File: config.mk
export PLATFORM = sky130hd
export DESIGN_NAME = uart_tx_fifo
export DESIGN_NICKNAME = d
export VERILOG_FILES = /design/src/rtl/uart_pkg.sv /design/src/rtl/sync_fifo.sv /design/src/rtl/uart_tx_fifo.sv
export SDC_FILE = /design/constraint.sdc
export NUM_CORES = 1
export LEC_CHECK = 0
export CORE_UTILIZATION = 52
export DETAILED_ROUTE_END_ITERATION = 10
export PLACE_DENSITY = 0.7
export SLEW_MARGIN = 0
export SYNTH_ARGS = -nofsm -noshare
export SYNTH_HDL_FRONTEND = slang
export SYNTH_SLANG_ARGS = --single-unit
File: constraint.sdc
create_clock -name clk -period 2.4 [get_ports clk]
set_clock_uncertainty 0.2 [all_clocks]
set_input_delay 0.6 -clock clk [delete_from_list [all_inputs] [get_ports clk]]
set_output_delay 0.6 -clock clk [all_outputs]
set_load 0.02 [all_outputs]
File: src/rtl/uart_pkg.sv
// Shared UART definitions: FSM state encodings and the busy-handshake timeout,
// common to the transmit and receive paths.
package uart_pkg;

   typedef enum logic [1:0] {
      ST_IDLE      = 2'd0,
      ST_SEND      = 2'd1,
      ST_WAIT_BUSY = 2'd2,
      ST_WAIT_DONE = 2'd3
   } uart_state_e;

   localparam int BUSY_TIMEOUT = 4;
   localparam int TMR_W        = 3;

endpackage

File: src/rtl/sync_fifo.sv
// Single-clock circular-buffer FIFO with registered count/full/empty flags
// and a one-cycle overflow pulse for writes dropped while full.
module sync_fifo #(
   parameter int ADDR_W = 4,
   parameter int DATA_W = 8
) (
   input  logic              clk,
   input  logic              rst_n,
   input  logic              flush,
   input  logic              wr_en,
   input  logic [DATA_W-1:0] wr_data,
   input  logic              rd_en,
   output logic [DATA_W-1:0] rd_data,
   output logic              full,
   output logic              empty,
   output logic [ADDR_W:0]   count,
   output logic              overflow
);

   localparam int              DEPTH   = 2**ADDR_W;
   localparam logic [ADDR_W:0] DEPTH_C = (ADDR_W+1)'(DEPTH);

   logic [DATA_W-1:0] mem [DEPTH];
   logic [ADDR_W-1:0] wr_ptr;
   logic [ADDR_W-1:0] rd_ptr;
   logic              wr_ok;
   logic              rd_ok;
   logic [ADDR_W:0]   count_nxt;

   assign wr_ok = wr_en & ~full & ~flush;
   assign rd_ok = rd_en & ~empty & ~flush;

   always_comb begin
      count_nxt = count;
      if (flush)
         count_nxt = '0;
      else if (wr_ok & ~rd_ok)
         count_nxt = count + (ADDR_W+1)'(1);
      else if (rd_ok & ~wr_ok)
         count_nxt = count - (ADDR_W+1)'(1);
   end

   // Flags are derived from the next count so they stay coherent with count every cycle.
   always_ff @(posedge clk or negedge rst_n) begin
      if (!rst_n) begin
         wr_ptr   <= '0;
         rd_ptr   <= '0;
         count    <= '0;
         full     <= 1'b0;
         empty    <= 1'b1;
         overflow <= 1'b0;
      end else begin
         if (flush) begin
            wr_ptr <= '0;
            rd_ptr <= '0;
         end else begin
            if (wr_ok)
               wr_ptr <= wr_ptr + ADDR_W'(1);
            if (rd_ok)
               rd_ptr <= rd_ptr + ADDR_W'(1);
         end
         count    <= count_nxt;
         full     <= (count_nxt == DEPTH_C);
         empty    <= (count_nxt == '0);
         overflow <= wr_en & full;
      end
   end

   always_ff @(posedge clk) begin
      if (wr_ok)
         mem[wr_ptr] <= wr_data;
   end

   assign rd_data = mem[rd_ptr];

endmodule

File: src/rtl/uart_tx_fifo.sv
// Transmit FIFO feeding a UART transmitter through a send-strobe / busy handshake.
//
// state        | meaning
// ST_IDLE      | wait for queued byte and idle transmitter; pop head into uart_tx_data
// ST_SEND      | byte latched; strobe is issued on the following cycle
// ST_WAIT_BUSY | wait for busy to rise, give up after BUSY_TIMEOUT cycles
// ST_WAIT_DONE | transmitter shifting; wait for busy to fall
module uart_tx_fifo
   import uart_pkg::*;
#(
   parameter int ADDR_W = 4,
   parameter int DATA_W = 8
) (
   input  logic              clk,
   input  logic              rst_n,
   input  logic [DATA_W-1:0] wr_data,
   input  logic              wr_en,
   input  logic              flush,
   output logic              full,
   output logic              empty,
   output logic [ADDR_W:0]   count,
   output logic              overflow,
   output logic [DATA_W-1:0] uart_tx_data,
   output logic              uart_tx_send,
   input  logic              uart_tx_busy
);

   uart_state_e       state;
   uart_state_e       state_nxt;
   logic [TMR_W-1:0]  tmr;
   logic              tmr_tc;
   logic              tmr_load;
   logic              pop;
   logic              send_nxt;
   logic [DATA_W-1:0] head;

   sync_fifo #(
      .ADDR_W (ADDR_W),
      .DATA_W (DATA_W)
   ) u_fifo (
      .clk      (clk),
      .rst_n    (rst_n),
      .flush    (flush),
      .wr_en    (wr_en),
      .wr_data  (wr_data),
      .rd_en    (pop),
      .rd_data  (head),
      .full     (full),
      .empty    (empty),
      .count    (count),
      .overflow (overflow)
   );

   assign tmr_tc = (tmr == TMR_W'(1));

   always_ff @(posedge clk or negedge rst_n) begin
      if (!rst_n)
         state <= ST_IDLE;
      else
         state <= state_nxt;
   end

   always_comb begin
      state_nxt = state;
      case (state)
         ST_IDLE:
            if (!empty && !uart_tx_busy && !flush)
               state_nxt = ST_SEND;
         ST_SEND:
            state_nxt = ST_WAIT_BUSY;
         ST_WAIT_BUSY:
            if (uart_tx_busy)
               state_nxt = ST_WAIT_DONE;
            else if (tmr_tc)
               state_nxt = ST_IDLE;
         ST_WAIT_DONE:
            if (!uart_tx_busy)
               state_nxt = ST_IDLE;
         default:
            state_nxt = ST_IDLE;
      endcase
   end

   always_comb begin
      pop      = (state == ST_IDLE) && (state_nxt == ST_SEND);
      send_nxt = (state == ST_SEND);
      tmr_load = (state == ST_SEND);
   end

   // Strobe is registered, so it lands one cycle after the byte is latched.
   always_ff @(posedge clk or negedge rst_n) begin
      if (!rst_n) begin
         uart_tx_data <= '0;
         uart_tx_send <= 1'b0;
         tmr          <= '0;
      end else begin
         uart_tx_send <= send_nxt;
         if (pop)
            uart_tx_data <= head;
         if (tmr_load)
            tmr <= TMR_W'(BUSY_TIMEOUT);
         else if ((state == ST_WAIT_BUSY) && (tmr != '0))
            tmr <= tmr - TMR_W'(1);
      end
   end

endmodule

==> impl_metrics.xml, run 1 <==
<?xml version="1.0" encoding="UTF-8"?>
<metrics>
  <group name="outcome">
    <metric name="run_status" unit="">completed</metric>
  </group>
  <group name="die">
    <metric name="fp.coreArea" unit="um^2">12100</metric>
    <metric name="die-area" unit="um^2">12900</metric>
    <metric name="io-pin-count" unit="">30</metric>
    <metric name="die_width" unit="um">114</metric>
    <metric name="start_util" unit="%">53.7</metric>
    <metric name="placementRows" unit="">40</metric>
    <metric name="die_h" unit="um">114</metric>
  </group>
  <group name="placed_design">
    <metric name="dp.final_hpwl" unit="mm">7.98</metric>
    <metric name="gpl_congestion" unit="">0.810</metric>
    <metric name="io_buf_count" unit="">29</metric>
  </group>
  <group name="clock_tree">
    <metric name="numCtsBuffers" unit="">17</metric>
    <metric name="max-clock-path-buffers" unit="">2</metric>
    <metric name="worst_setup_hold_path_clk_slew" unit="ns">0.06</metric>
    <metric name="cts_setup_buffers" unit="">0</metric>
    <metric name="clock_tree_from_tritoncts" unit="">done</metric>
    <metric name="hold_buffers" unit="">0</metric>
    <metric name="cts.root.buffer_cell" unit="">sky130_fd_sc_hd__clkbuf_16</metric>
    <metric name="cts_resized" unit="">1</metric>
    <metric name="clock_insertion_delay_worst_skew" unit="ns">0.44</metric>
    <metric name="htree_num_levels" unit="">4</metric>
    <metric name="number_of_sinks_on_the_clock_net" unit="">158</metric>
  </group>
  <group name="finish">
    <metric name="fraction_of_layout_instances_using_a_drive_strength_above_1" unit="%">25.0</metric>
    <metric name="design.final.nets" unit="">458</metric>
    <metric name="multiInputGateArea" unit="um^2">1750</metric>
    <metric name="filler_cell_count_in_the_final_layout" unit="">821</metric>
    <metric name="layout.area.seq" unit="um^2">4600</metric>
    <metric name="postLayoutCoreUtil" unit="%">66.2</metric>
    <metric name="area.growth.synth_to_final" unit="%">23.3</metric>
    <metric name="antenna-diode-count" unit="">0</metric>
  </group>
  <group name="route">
    <metric name="final_antenna_net_count" unit="">0</metric>
    <metric name="drtIter0Drc" unit="">256</metric>
    <metric name="count_of_tritonroute_iterations_in_the_first_routing_pass" unit="">4</metric>
    <metric name="avgRoutedWirePerCell" unit="um">20.2</metric>
    <metric name="vias_per_cell" unit="">5.65</metric>
    <metric name="detailed_route_via_count" unit="">3483</metric>
    <metric name="drc" unit="">0</metric>
    <metric name="drt_wl_total" unit="mm">12.5</metric>
  </group>
  <group name="critical_path">
    <metric name="r2r-start" unit="">state[1]</metric>
    <metric name="critPathBufInv" unit="">1</metric>
    <metric name="cp_max_fo" unit="">8</metric>
    <metric name="regToRegEndpoint" unit="">u_fifo.empty</metric>
    <metric name="critPathArrivalTime" unit="ns">1.55</metric>
    <metric name="timing.reg2reg.worst_path_depth" unit="">6</metric>
    <metric name="regToRegSetupSlack" unit="ns">0.28</metric>
    <metric name="worst_path_max_delay_cell" unit="">sky130_fd_sc_hd__clkdlybuf4s50_1</metric>
    <metric name="endpoint_kind" unit="">output port</metric>
    <metric name="cp_data_required_time" unit="ns">1.60</metric>
    <metric name="path_cells" unit="">clkdlybuf4s50_1</metric>
    <metric name="crit_type" unit="">register to output port</metric>
    <metric name="critPathTopFamily" unit="">buffers and inverters</metric>
    <metric name="slowest_delay" unit="ns">0.65</metric>
    <metric name="crit_path_start_kind" unit="">register</metric>
  </group>
  <group name="global_routing">
    <metric name="grt_first_pass_wirelength" unit="mm">19.3</metric>
    <metric name="grt.total_usage" unit="%">21.4</metric>
    <metric name="grt_start_max_net_pins" unit="">36</metric>
    <metric name="first_global_vias" unit="">3506</metric>
    <metric name="grt_antenna_before_repair" unit="">0</metric>
    <metric name="grt_remaining_overflow" unit="">0</metric>
  </group>
  <group name="power_and_ir_drop">
    <metric name="static_leakage" unit="nW">2.78</metric>
    <metric name="power_per_cell_area" unit="nW/um^2">885</metric>
    <metric name="vdd.ir_drop.worst" unit="mV">0.597</metric>
  </group>
  <group name="timing">
    <metric name="finalCriticalPeriod" unit="ns">2.35</metric>
    <metric name="max_slew_margin" unit="%">57.8</metric>
    <metric name="finalHoldViolations" unit="">0</metric>
    <metric name="timing.hold.ws" unit="ns">0.314</metric>
    <metric name="rsz0062_at_grt" unit="">false</metric>
    <metric name="max_slew.worst_pin.slew" unit="ns">0.631</metric>
    <metric name="achievable-frequency" unit="MHz">426</metric>
    <metric name="period_share" unit="%">97.8</metric>
    <metric name="timing.final.max_slew_violations" unit="">0</metric>
    <metric name="report.final.setup_viol" unit="">0</metric>
  </group>
  <group name="worst_hold_path">
    <metric name="hold-path-endpoint" unit="">uart_tx_data[6]</metric>
    <metric name="hold_path.startpoint" unit="">uart_tx_data[6]</metric>
    <metric name="hold_path.class" unit="">register to register</metric>
    <metric name="timing.hold.worst_path_depth" unit="">2</metric>
  </group>
  <group name="synthesis">
    <metric name="synth-seq-cells" unit="">158</metric>
    <metric name="syn-instance-count" unit="">362</metric>
    <metric name="synthDistinctLibCells" unit="">45</metric>
    <metric name="synthesis.yosys.warnings" unit="">0</metric>
    <metric name="synth_seq_area_share" unit="%">70.9</metric>
    <metric name="syn_avg_cell_area" unit="um^2">17.9</metric>
    <metric name="mappedNetlistNets" unit="">385</metric>
    <metric name="ys.flop_type" unit="">sky130_fd_sc_hd__edfxtp_1</metric>
    <metric name="post_synth_instance_area" unit="um^2">6480</metric>
    <metric name="synth_edf_count" unit="">128</metric>
    <metric name="postSynth.asyncResetShare" unit="%">19.0</metric>
  </group>
  <group name="job">
    <metric name="max_cap_viol_count" unit="">0</metric>
  </group>
</metrics>
-- flip-flops by register name, summed over array words and instances, names as in the netlist, 2 cells and up --
name,count
uart_tx_data,8
state,2
u_fifo.mem,128
u_fifo.rd_ptr,4
u_fifo.count,5
u_fifo.wr_ptr,4
tmr,3
-- per-stage QoR --
| stage | power [mW] | area, um^2 | TNS, ns | std cells | setup WS (ns) |
|---|---|---|---|---|---|
| 2_1_floorplan | 4.03 | 6480 | 0 | 362 | 0.225 |
| 3_3_place_gp | 4.45 | 7410 | -18.31 | 584 | -0.270 |
| 3_5_place_dp | 4.49 | 7410 | -17.25 | 584 | -0.246 |
| 4_1_cts | 7.11 | 7990 | 0 | 616 | 0.0460 |
| 5_1_grt | 7.33 | 7990 | 0 | 616 | 0.00927 |
| 6_report | 7.07 | 7990 | 0 | 616 | 0.0522 |
-- final cells by class --
class                   instances  area share, %
clock buffers                  17           5.32
clock inverters                15           1.99
inverters                      10          0.470
multi-input cells             176           21.9
flip-flops and latches        158           57.5
well taps                     168           2.63
repair buffers                 72           10.2
-- cells in the mapped netlist, types with 2 or more instances --
cell	instances	area share (%)
sky130_fd_sc_hd__a21o_1	2	0.23
sky130_fd_sc_hd__a21oi_1	4	0.31
sky130_fd_sc_hd__and2_1	17	1.6
sky130_fd_sc_hd__and3_1	3	0.29
sky130_fd_sc_hd__buf_2	5	0.39
sky130_fd_sc_hd__buf_6	3	0.52
sky130_fd_sc_hd__clkbuf_1	9	0.52
sky130_fd_sc_hd__dfrtp_1	29	11
sky130_fd_sc_hd__edfxtp_1	128	59
sky130_fd_sc_hd__ha_1	10	1.9
sky130_fd_sc_hd__inv_1	10	0.58
sky130_fd_sc_hd__mux2i_1	19	2.9
sky130_fd_sc_hd__mux4_2	32	11
sky130_fd_sc_hd__nand2_1	20	1.2
sky130_fd_sc_hd__nand3_1	3	0.23
sky130_fd_sc_hd__nand4_1	4	0.39
sky130_fd_sc_hd__nor2_1	15	0.87
sky130_fd_sc_hd__nor2b_1	3	0.29
sky130_fd_sc_hd__nor4b_1	2	0.27
sky130_fd_sc_hd__o21ai_0	4	0.31
sky130_fd_sc_hd__o221ai_1	8	1.1
sky130_fd_sc_hd__o22ai_1	3	0.29
sky130_fd_sc_hd__or3_1	2	0.19
sky130_fd_sc_hd__xnor2_1	3	0.41
sky130_fd_sc_hd__xor2_1	4	0.54
-- worst min-delay path: cells and delay by family (launching register included) --
family	cells	cell delay, ns
AND/OR/NAND/NOR	1	0.05
flip-flops	1	0.36
AO/OA/AOI/OAI	1	0.06
-- how the worst max path moves through the flow --
stage | from | to | slack [ns] | cells past startpoint
after floorplan | uart_tx_busy | u_fifo.full | 0.22 | 7
after global placement | wr_en | u_fifo.mem[7][2] | -0.27 | 6
after detailed placement | uart_tx_busy | u_fifo.empty | -0.25 | 7
after CTS | u_fifo.count[0] | count[0] | 0.05 | 1
after global routing | u_fifo.count[0] | count[0] | 0.009 | 1
final | u_fifo.count[0] | count[0] | 0.05 | 1
-- routing by layer --
metal  routed length (um)  track usage, %  up-vias
met5                    0               0        -
met4                  221            9.04        0
met3                  587            5.63       17
met2                 6240            34.3       87
met1                 5420            27.9     1804
li1                     -               -     1575
-- cells in the final DEF (no fill, tap or decap), types with 2 or more instances in the layout --
cell type | netlist | final
sky130_fd_sc_hd__clkinvlp_4 | 0 | 2
sky130_fd_sc_hd__clkinv_2 | 0 | 2
sky130_fd_sc_hd__nor2_1 | 15 | 15
sky130_fd_sc_hd__nor4b_1 | 2 | 2
sky130_fd_sc_hd__clkinv_1 | 0 | 2
sky130_fd_sc_hd__o22ai_1 | 3 | 3
sky130_fd_sc_hd__o221ai_1 | 8 | 8
sky130_fd_sc_hd__xnor2_1 | 3 | 3
sky130_fd_sc_hd__xor2_1 | 4 | 4
sky130_fd_sc_hd__dfrtp_1 | 29 | 28
sky130_fd_sc_hd__buf_4 | 1 | 27
sky130_fd_sc_hd__nor2b_1 | 3 | 3
sky130_fd_sc_hd__nand3_1 | 3 | 3
sky130_fd_sc_hd__inv_6 | 0 | 4
sky130_fd_sc_hd__clkdlybuf4s50_1 | 0 | 28
sky130_fd_sc_hd__inv_1 | 10 | 10
sky130_fd_sc_hd__edfxtp_1 | 128 | 128
sky130_fd_sc_hd__ha_1 | 10 | 10
sky130_fd_sc_hd__bufinv_16 | 0 | 2
sky130_fd_sc_hd__inv_8 | 0 | 2
sky130_fd_sc_hd__a21oi_1 | 4 | 4
sky130_fd_sc_hd__buf_12 | 0 | 16
sky130_fd_sc_hd__and2_1 | 17 | 17
sky130_fd_sc_hd__mux2i_1 | 19 | 19
sky130_fd_sc_hd__nand2_1 | 20 | 20
sky130_fd_sc_hd__and3_1 | 3 | 3
sky130_fd_sc_hd__clkbuf_16 | 0 | 17
sky130_fd_sc_hd__nand4_1 | 4 | 4
sky130_fd_sc_hd__o21ai_0 | 4 | 4
sky130_fd_sc_hd__a21o_1 | 2 | 2
sky130_fd_sc_hd__mux4_2 | 32 | 32
sky130_fd_sc_hd__or3_1 | 2 | 2
-- cell families (layout without fill, tap and decap cells) --
kind of cell	Yosys count	count (layout)	synth area share (%)
compound gates	30	30	3.47
mux	51	51	14.1
simple gates	78	78	6.58
fa+ha+maj	10	10	1.93
flops	158	158	70.9
xor+xnor	7	7	0.946
buf+inv	28	114	2.12
-- power breakdown --
part	switching, mW	total [mW]	internal, mW
Combinational	0.593	1.16	0.568
Clock	1.10	2.65	1.54
Sequential	0.135	3.26	3.13
Total	1.83	7.07	5.24
(Power assumes the default switching activity.)
==> inputs of run 2 (changes only) <==
GPL_TIMING_DRIVEN = 0   (was not set)
==> impl_metrics.xml, run 2 (synthesis gave the netlist of run 1 again) <==
<?xml version="1.0" encoding="UTF-8"?>
<metrics>
  <group name="outcome">
    <metric name="run_status" unit="">completed</metric>
  </group>
  <group name="timing">
    <metric name="rsz0062_at_grt" unit="">true</metric>
    <metric name="timing.final.ws_setup" unit="ns">0.0657</metric>
    <metric name="report.final.setup_viol" unit="">0</metric>
    <metric name="finalCriticalPeriod" unit="ns">2.33</metric>
    <metric name="max_slew.worst_pin.slew" unit="ns">0.735</metric>
    <metric name="timing.hold.ws" unit="ns">0.0486</metric>
    <metric name="timing.final.max_slew_violations" unit="">0</metric>
    <metric name="period_share" unit="%">97.3</metric>
    <metric name="tns" unit="ns">0</metric>
    <metric name="achievable-frequency" unit="MHz">428</metric>
    <metric name="max_slew_margin" unit="%">51.0</metric>
    <metric name="finalHoldViolations" unit="">0</metric>
  </group>
  <group name="clock_tree">
    <metric name="worst_setup_hold_path_clk_slew" unit="ns">0.06</metric>
    <metric name="cts.root.buffer_cell" unit="">sky130_fd_sc_hd__clkbuf_16</metric>
    <metric name="max-clock-path-buffers" unit="">2</metric>
    <metric name="htree_num_levels" unit="">4</metric>
    <metric name="clock_tree_from_tritoncts" unit="">done</metric>
    <metric name="numCtsBuffers" unit="">17</metric>
    <metric name="hold_buffers" unit="">0</metric>
    <metric name="number_of_sinks_on_the_clock_net" unit="">158</metric>
    <metric name="clock_insertion_delay_worst_skew" unit="ns">0.41</metric>
  </group>
  <group name="critical_path">
    <metric name="crit_path_start_kind" unit="">register</metric>
    <metric name="r2r-start" unit="">u_fifo.rd_ptr[1]</metric>
    <metric name="path_cells" unit="">clkdlybuf4s50_1</metric>
    <metric name="worst_path_max_delay_cell" unit="">sky130_fd_sc_hd__clkdlybuf4s50_1</metric>
    <metric name="regToRegSetupSlack" unit="ns">0.13</metric>
    <metric name="cp_data_required_time" unit="ns">1.60</metric>
    <metric name="slowest_delay" unit="ns">0.65</metric>
    <metric name="crit_type" unit="">register to output port</metric>
    <metric name="timing.reg2reg.worst_path_depth" unit="">5</metric>
    <metric name="critPathArrivalTime" unit="ns">1.53</metric>
    <metric name="cp_num_cells" unit="">1</metric>
    <metric name="critPathTopFamily" unit="">buffers and inverters</metric>
    <metric name="cp_max_fo" unit="">8</metric>
    <metric name="regToRegEndpoint" unit="">uart_tx_data[4]</metric>
    <metric name="endpoint_kind" unit="">output port</metric>
    <metric name="critPathBufInv" unit="">1</metric>
  </group>
  <group name="finish">
    <metric name="area.growth.synth_to_final" unit="%">18.0</metric>
    <metric name="layoutNonFillerInstCount" unit="">591</metric>
    <metric name="mostFrequentLayoutCells" unit="">128 x sky130_fd_sc_hd__edfxtp_1, 32 x sky130_fd_sc_hd__mux4_2, 29 x sky130_fd_sc_hd__dfrtp_1</metric>
    <metric name="stdcell_area" unit="um^2">7650</metric>
    <metric name="design.final.nets" unit="">433</metric>
    <metric name="fraction_of_layout_instances_using_a_drive_strength_above_1" unit="%">23.4</metric>
    <metric name="multiInputGateArea" unit="um^2">1800</metric>
    <metric name="filler_cell_count_in_the_final_layout" unit="">860</metric>
    <metric name="postLayoutCoreUtil" unit="%">63.4</metric>
    <metric name="layout.cells.most_common" unit="">sky130_fd_sc_hd__edfxtp_1</metric>
    <metric name="antenna-diode-count" unit="">0</metric>
    <metric name="reg.largest.list" unit="">u_fifo.mem (128), uart_tx_data (8), u_fifo.count (5)</metric>
    <metric name="layout.area.seq" unit="um^2">4600</metric>
    <metric name="largest_reg_flops" unit="">128</metric>
    <metric name="largest_register" unit="">u_fifo.mem</metric>
  </group>
  <group name="power_and_ir_drop">
    <metric name="fin_total_pwr" unit="mW">7.10</metric>
    <metric name="vdd.ir_drop.worst" unit="mV">0.495</metric>
    <metric name="static_leakage" unit="nW">2.62</metric>
    <metric name="power_per_cell_area" unit="nW/um^2">928</metric>
  </group>
  <group name="route">
    <metric name="vias_per_cell" unit="">5.61</metric>
    <metric name="count_of_tritonroute_iterations_in_the_first_routing_pass" unit="">4</metric>
    <metric name="detailed_route_via_count" unit="">3318</metric>
    <metric name="final_antenna_net_count" unit="">0</metric>
    <metric name="avgRoutedWirePerCell" unit="um">20.6</metric>
    <metric name="drc" unit="">0</metric>
    <metric name="drtIter0Drc" unit="">240</metric>
    <metric name="drt_wl_total" unit="mm">12.2</metric>
  </group>
  <group name="die">
    <metric name="fp.coreArea" unit="um^2">12100</metric>
    <metric name="io-pin-count" unit="">30</metric>
    <metric name="start_util" unit="%">53.7</metric>
    <metric name="die_width" unit="um">114</metric>
    <metric name="die_h" unit="um">114</metric>
    <metric name="die-area" unit="um^2">12900</metric>
    <metric name="placementRows" unit="">40</metric>
  </group>
  <group name="placed_design">
    <metric name="io_buf_count" unit="">29</metric>
    <metric name="gpl_congestion" unit="">0.773</metric>
    <metric name="dp.final_hpwl" unit="mm">7.97</metric>
    <metric name="placed_cell_area" unit="um^2">6980</metric>
    <metric name="place_worst_setup_slack" unit="ns">-0.636</metric>
    <metric name="dp_cells" unit="">559</metric>
  </group>
  <group name="global_routing">
    <metric name="grt_first_pass_wirelength" unit="mm">19.1</metric>
    <metric name="first_global_vias" unit="">3355</metric>
    <metric name="grt_antenna_before_repair" unit="">0</metric>
    <metric name="grt.total_usage" unit="%">20.8</metric>
    <metric name="grt_start_max_net_pins" unit="">31</metric>
    <metric name="grt_remaining_overflow" unit="">0</metric>
  </group>
  <group name="worst_hold_path">
    <metric name="hold_path.class" unit="">input pin to asynchronous set/reset pin</metric>
  </group>
  <group name="job">
    <metric name="max_cap_viol_count" unit="">0</metric>
  </group>
</metrics>
[run 2: changes by cell type in the layout (fill, tap and decap cells not counted), sizes merged]
| cell | change |
|---|---|
| inv | -5 |
| buf | -36 |
| dlymetal6s2s | +1 |
| bufinv | +1 |
| clkbuf | +17 |
| clkinv | -1 |
| clkdlybuf4s50 | -2 |
[run 2: worst max path at each step]
stage / endpoint / startpoint
2_1_floorplan: u_fifo.full / uart_tx_busy
3_3_place_gp: u_fifo.mem[3][1] / flush
3_5_place_dp: u_fifo.mem[9][1] / flush
4_1_cts: u_fifo.mem[7][1] / flush
5_1_grt: u_fifo.empty / wr_en
6_report: count[0] / u_fifo.count[0]
[run 2: area by class of cell]
type	count	share of cell area, %
inverters	10	0.491
well taps	168	2.75
clock buffers	22	6.07
clock inverters	10	1.78
plain buffers	18	1.49
repair buffers	29	3.75
flip-flops and latches	158	60.1
multi-input cells	176	23.6
[run 2: what timing repair did]
action                     CTS  global route
resized for setup           20            12
setup endpoints to repair  135            77
setup buffers                0             0
pin swaps                    0             1
[run 2: per-layer routing]
layer / GRT usage, % / vias up / share of wire [%]
li1: - / 1519 / -
met1: 29.7 / 1728 / 46
met2: 31.4 / 66 / 49
met3: 5.63 / 5 / 3.6
met4: 7.11 / 0 / 0.74
met5: 0 / - / 0
[run 2: power by group]
| group | switching, mW | total [mW] | internal [mW] |
|---|---|---|---|
| Combinational | 0.616 | 1.16 | 0.544 |
| Sequential | 0.115 | 3.24 | 3.13 |
| Clock | 1.01 | 2.70 | 1.69 |
| Total | 1.74 | 7.10 | 5.36 |
